### config.mk
export PLATFORM = sky130hd
export DESIGN_NAME = coin_loader
export DESIGN_NICKNAME = d
export VERILOG_FILES = /design/src/rtl/meter_pkg.sv /design/src/rtl/btn_sync_edge.sv /design/src/rtl/coin_loader.sv
export SDC_FILE = /design/constraint.sdc
export NUM_CORES = 1
export LEC_CHECK = 0
export ABC_AREA = 1
export BUFFER_PORTS_ARGS = -buffer_cell sky130_fd_sc_hd__clkbuf_2
export CAP_MARGIN = 10
export CORE_MARGIN = 2
export CORE_UTILIZATION = 62
export DETAILED_ROUTE_END_ITERATION = 7
export PLACE_DENSITY_LB_ADDON = 0.1
export SLEW_MARGIN = 20
export SYNTH_ARGS = -nofsm -noshare
export SYNTH_HDL_FRONTEND = slang
export SYNTH_SLANG_ARGS = --single-unit
### constraint.sdc
create_clock -name clk -period 3.7 [get_ports clk]
set_input_delay 0.74 -clock clk [delete_from_list [all_inputs] [get_ports clk]]
set_output_delay 0.74 -clock clk [all_outputs]
set_load 0.01 [all_outputs]
### src/rtl/meter_pkg.sv
// Shared parking-meter constants: count width, ceiling, credit values and
// the loader FSM state type. Also used by the decrementer and display logic.
package meter_pkg;

    localparam int COUNT_W = 14;
    localparam logic [COUNT_W-1:0] COUNT_MAX = 14'd9999;

    localparam logic [COUNT_W-1:0] INC_COIN0  = 14'd10;
    localparam logic [COUNT_W-1:0] INC_COIN1  = 14'd180;
    localparam logic [COUNT_W-1:0] INC_COIN2  = 14'd200;
    localparam logic [COUNT_W-1:0] INC_COIN3  = 14'd550;
    localparam logic [COUNT_W-1:0] PRESET_0   = 14'd10;
    localparam logic [COUNT_W-1:0] PRESET_1   = 14'd205;

    // Request slots, lowest index wins arbitration.
    localparam int N_REQ = 6;
    localparam logic [2:0] REQ_PRESET1 = 3'd0;
    localparam logic [2:0] REQ_PRESET0 = 3'd1;
    localparam logic [2:0] REQ_COIN0   = 3'd2;
    localparam logic [2:0] REQ_COIN1   = 3'd3;
    localparam logic [2:0] REQ_COIN2   = 3'd4;
    localparam logic [2:0] REQ_COIN3   = 3'd5;

    typedef enum logic [1:0] {
        IDLE  = 2'd0,
        SUM   = 2'd1,
        WRITE = 2'd2
    } state_t;

    // Credit constant associated with a request slot (increment or preset).
    function automatic logic [COUNT_W-1:0] req_const(input logic [2:0] idx);
        logic [COUNT_W-1:0] v;
        case (idx)
            REQ_PRESET1: v = PRESET_1;
            REQ_PRESET0: v = PRESET_0;
            REQ_COIN0:   v = INC_COIN0;
            REQ_COIN1:   v = INC_COIN1;
            REQ_COIN2:   v = INC_COIN2;
            REQ_COIN3:   v = INC_COIN3;
            default:     v = '0;
        endcase
        return v;
    endfunction

    function automatic logic req_is_preset(input logic [2:0] idx);
        return (idx == REQ_PRESET1) || (idx == REQ_PRESET0);
    endfunction

endpackage

### src/rtl/btn_sync_edge.sv
// Two-flop synchronizer for one raw button plus a rising-edge pulse.
// The pulse is armed only after the synchronized input has been seen low
// once the chain is refilled after reset, so a button held through reset
// never reports a press.
module btn_sync_edge (
    input  logic clk,
    input  logic rst,
    input  logic i_btn,
    output logic o_rise
);

    logic       r_meta;
    logic       r_sync;
    logic       r_prev;
    logic       r_armed;
    logic [1:0] r_fill;

    // Synchronizer chain, edge history and post-reset arming.
    always_ff @(posedge clk) begin
        if (rst) begin
            r_meta  <= 1'b0;
            r_sync  <= 1'b0;
            r_prev  <= 1'b0;
            r_fill  <= 2'b00;
            r_armed <= 1'b0;
        end else begin
            r_meta  <= i_btn;
            r_sync  <= r_meta;
            r_prev  <= r_sync;
            r_fill  <= {r_fill[0], 1'b1};
            r_armed <= r_armed | (r_fill[1] & ~r_sync);
        end
    end

    assign o_rise = r_sync & ~r_prev & r_armed;

endmodule

### src/rtl/coin_loader.sv
// Credit-entry block: turns coin and preset presses into saturating writes
// of the remaining-time count.
//
//   state | meaning
//   ------+-------------------------------------------------------------
//   IDLE  | nothing pending, or picking the highest-priority request
//   SUM   | count_in sampled, result registered into count_out
//   WRITE | count_we high for one cycle
module coin_loader
    import meter_pkg::*;
(
    input  logic               clk,
    input  logic               rst,
    input  logic [3:0]         btn_coin,
    input  logic [1:0]         btn_preset,
    input  logic [COUNT_W-1:0] count_in,
    output logic [COUNT_W-1:0] count_out,
    output logic               count_we,
    output logic               busy
);

    logic [N_REQ-1:0]   w_raw;
    logic [N_REQ-1:0]   w_rise;
    logic [N_REQ-1:0]   w_clear;
    logic [N_REQ-1:0]   r_pending;
    logic               w_any;
    logic [2:0]         w_win_idx;
    logic               w_grant;
    logic [2:0]         r_sel;
    state_t             r_state;
    state_t             w_state_nxt;
    logic [COUNT_W:0]   w_sum;
    logic [COUNT_W-1:0] w_result;
    logic [COUNT_W-1:0] r_count_out;

    // Slot order matches arbitration priority.
    assign w_raw = {btn_coin, btn_preset[0], btn_preset[1]};

    for (genvar g = 0; g < N_REQ; g++) begin : g_sync
        btn_sync_edge u_sync (
            .clk    (clk),
            .rst    (rst),
            .i_btn  (w_raw[g]),
            .o_rise (w_rise[g])
        );
    end

    assign w_any = |r_pending;

    // Fixed-priority pick: lowest pending index wins.
    always_comb begin
        w_win_idx = 3'd0;
        for (int i = N_REQ - 1; i >= 0; i--) begin
            if (r_pending[i]) begin
                w_win_idx = 3'(i);
            end
        end
    end

    // Next-state logic; the grant fires on the IDLE to SUM transition.
    always_comb begin
        w_state_nxt = r_state;
        w_grant     = 1'b0;
        case (r_state)
            IDLE: begin
                if (w_any) begin
                    w_state_nxt = SUM;
                    w_grant     = 1'b1;
                end
            end
            SUM:     w_state_nxt = WRITE;
            WRITE:   w_state_nxt = IDLE;
            default: w_state_nxt = IDLE;
        endcase
    end

    // State register.
    always_ff @(posedge clk) begin
        if (rst) begin
            r_state <= IDLE;
        end else begin
            r_state <= w_state_nxt;
        end
    end

    assign w_clear = w_grant ? ({{(N_REQ-1){1'b0}}, 1'b1} << w_win_idx) : '0;

    // Pending requests: new edges merge with anything already waiting.
    always_ff @(posedge clk) begin
        if (rst) begin
            r_pending <= '0;
        end else begin
            r_pending <= (r_pending & ~w_clear) | w_rise;
        end
    end

    // Remember which request is being serviced.
    always_ff @(posedge clk) begin
        if (rst) begin
            r_sel <= 3'd0;
        end else if (w_grant) begin
            r_sel <= w_win_idx;
        end
    end

    // One extra bit on the add so the compare sees the true sum; an
    // out-of-range count_in also lands on the ceiling this way.
    always_comb begin
        w_sum    = {1'b0, count_in} + {1'b0, req_const(r_sel)};
        w_result = w_sum[COUNT_W-1:0];
        if (req_is_preset(r_sel)) begin
            w_result = req_const(r_sel);
        end else if (w_sum > {1'b0, COUNT_MAX}) begin
            w_result = COUNT_MAX;
        end
    end

    // Result captured in SUM and held until the next operation.
    always_ff @(posedge clk) begin
        if (rst) begin
            r_count_out <= '0;
        end else if (r_state == SUM) begin
            r_count_out <= w_result;
        end
    end

    assign count_out = r_count_out;
    assign count_we  = (r_state == WRITE);
    assign busy      = (r_state != IDLE) || w_any;

endmodule

==> impl_metrics.ini <==
[sta]
setup_viol = 0
clock_skew_ns = 0.00806
layout_min_cycle_time_ns = 2.93
final-hold-violation-count = 0
grt_setup_unrepaired = false
setup_slack_ns = 0.773
finalCritPeriodShare_pct = 79.1
slew_viol_final = 0
fin_setup_tns_ns = 0
maxSlewHeadroom_pct = 65.4
worst_slew_pin_slew_ns = 0.517
fmax_mhz = 342

[hold_path]
hp-class = reg2reg
hold_depth = 2
min_from = g_sync[2].u_sync.r_meta
whs_endpoint = g_sync[2].u_sync.r_sync

[global_route]
grt_pass1_vias = 2314
grt-busiest-layer = met2
grt_first_pass_wirelength_um = 9750
antenna_found_initial = 0
grt_max_degree = 35
grt.total_usage_pct = 24.0
grt_util_met2_pct = 37.0
globalRouteMet3Util_pct = 4.13
grt_overflow_total = 0
grtUsageMet1_pct = 34.3

[critical_path]
r2r_slack_ns = 0.77
critPathRequiredTime_ns = 3.94
cp-end-kind = flop
critPathArrivalTime_ns = 3.16
worstSetupStartpointType = flop
r2r_cells = 18
worstSetupPathType = reg2reg
rr_endpoint = count_out[8]
critPathMaxFanout = 13
reg2reg_from = r_sel[1]

[routing]
vias_per_cell = 5.03
drc = 0
wl_per_cell_um = 10.9
drtIter0Drc = 143
ant_nets = 0
first_pass_iters = 4
wirelength_um = 5810
vias = 2670

[synth]
synth_area_leader_cell = dfxtp_1
ys_warn_count = 0
synth_compound_area_share_pct = 9.22
yosys.area_share.simple_pct = 37.3
ys_types = 28
syn_avg_cell_area_um2 = 6.34
synth_seq_cells = 51
syn_area_um2 = 2800
synth-seq-area-share_pct = 36.5
synth_top_cell_area_share_pct = 36.5
synth_fa_ha_area_share_pct = 4.74
synth.area.mux_share_pct = 0
synth_cells = 441
ys_top_cells_by_area = dfxtp_1 (37%), nand2_1 (16%), inv_1 (11%)
synth_top_family_by_area = simple AND/OR/NAND/NOR gates
syn-num-nets = 473
synth_xor_area_share_pct = 0

[clock_network]
cts.sinks = 51
cts_tree = yes
clk_latency_ns = 0.30
clock-root-buffer = clkbuf_8
ctsResizeCount = 0
ctsHtreeMaxLevel = 2
clockBufferDepth = 2
clk_pin_slew_ns = 0.09
cts_buffers = 5
cts_setup_buffers = 0
postCtsHoldBufs = 0

[placed_design]
gp_congestion = 0.883
port_buffers = 37
hpwl_um = 4580
pre_cts_ws_ns = 0.654

[cells_and_area]
diodes = 0
nNetsFinal = 511
mostFrequentLayoutCells = nand2_1 (118), inv_1 (80), nor2_1 (67), dfxtp_1 (51), clkbuf_2 (37)
syn_to_final_growth_pct = 11.8
final_common_cell = nand2_1
drive_gt1_share_pct = 14.6

[die]
die_w_um = 71.2
die_h_um = 71.2
core-area_um2 = 4350
start_util_pct = 64.2
rows = 24
pin_count = 38
dieArea_um2 = 5060

[pwr]
p_leak_nw = 1.63
power_density_nw_per_um2 = 397
vdd_drop_max_uv = 344

[run_status]
status = finished clean

[flow_run]
cap_violations = 0
[metrics by stage]
stage	area (um^2)	utilization, %	instances	hold WS (ns)	power [mW]
after global routing	3130	71.8	531	0.422	1.31
after global placement	3020	69.4	524	0.390	0.871
after CTS	3130	71.8	531	0.409	1.24
final	3130	71.8	531	0.407	1.24
after floorplan	2800	-	441	0.388	0.809
after detailed placement	3020	69.4	524	0.396	0.877
[power breakdown]
group          internal (mW)  leakage [nW]  switching [mW]
logic                 0.0975          1.16           0.187
registers              0.571         0.417          0.0113
clock network          0.198        0.0502           0.177
total                  0.867          1.63           0.375
[worst max-delay path by stage]
stage | start | slack (ns) | cells after the start | to
6_report | r_sel[1] | 0.77 | 18 | count_out[8]
5_1_grt | r_sel[1] | 0.42 | 21 | count_out[9]
4_1_cts | r_sel[1] | 0.79 | 18 | count_out[8]
3_5_place_dp | count_in[0] | 0.65 | 16 | count_out[8]
3_3_place_gp | count_in[0] | 0.78 | 17 | count_out[9]
2_1_floorplan | count_in[0] | 1.02 | 16 | count_out[10]
[sequential cells by signal, indices dropped and copies added (netlist names)]
| signal | flops |
|---|---|
| r_sel | 3 |
| g_sync.u_sync.r_sync | 6 |
| g_sync.u_sync.r_meta | 6 |
| r_state | 2 |
| count_out | 14 |
| g_sync.u_sync.r_fill | 2 |
| g_sync.u_sync.r_prev | 6 |
| g_sync.u_sync.r_armed | 6 |
| r_pending | 6 |
[cells in the mapped netlist]
| cell | n |
|---|---|
| nor3_1 | 6 |
| nand3b_1 | 1 |
| clkbuf_1 | 3 |
| o41ai_1 | 1 |
| nor4_1 | 1 |
| nor2_2 | 3 |
| and2_2 | 1 |
| o21ai_0 | 9 |
| a21oi_1 | 29 |
| nand4_2 | 1 |
| nor2_4 | 1 |
| a21oi_2 | 5 |
| a211oi_1 | 1 |
| fa_1 | 1 |
| nor2_1 | 67 |
| dfxtp_1 | 51 |
| o21bai_1 | 1 |
| ha_1 | 9 |
| nand2_1 | 118 |
| nand3_1 | 29 |
| nand3_2 | 1 |
| nand2_2 | 12 |
| nand4_1 | 4 |
| buf_6 | 1 |
| clkinv_1 | 1 |
| buf_1 | 3 |
| inv_1 | 80 |
| inv_2 | 1 |
[metal layers]
layer  wire length (um)  part of all wire, %
met5                  0                    0
met2               2520                   43
met3                258                  4.4
met1               2970                   51
met4                 69                  1.2
[kinds of logic after synthesis]
| group | count (synthesis) |
|---|---|
| flip-flops | 51 |
| adder cells (fa/ha/maj) | 10 |
| buffers and inverters | 89 |
| AND/OR/NAND/NOR | 245 |
| AO/OA/AOI/OAI | 46 |
[worst max-delay path: stages, from the launching register on]
cell     delay (ns)
dfxtp_1        0.45
nor2_1         0.10
inv_1          0.10
nor2_1         0.08
ha_1           0.23
fa_1           0.42
nand2_1        0.13
nand2_2        0.09
nand3_1        0.10
nand2_1        0.09
a21oi_1        0.23
nand2_1        0.14
nor2_4         0.12
nand2_1        0.06
nand2_1        0.08
nand2_2        0.17
nand2_1        0.10
nand2_1        0.05
a21oi_1        0.14
[layout make-up]
cell class,count,area (um^2)
multi-input combinational,301,1430
fill,383,1230
sequential,51,1020
inverter,82,308
timing repair buffer,38,193
clock buffer,5,68.8
tap,52,65.1
clock inverter,2,37.5
Note: power is estimated with default switching activity, not from simulation.
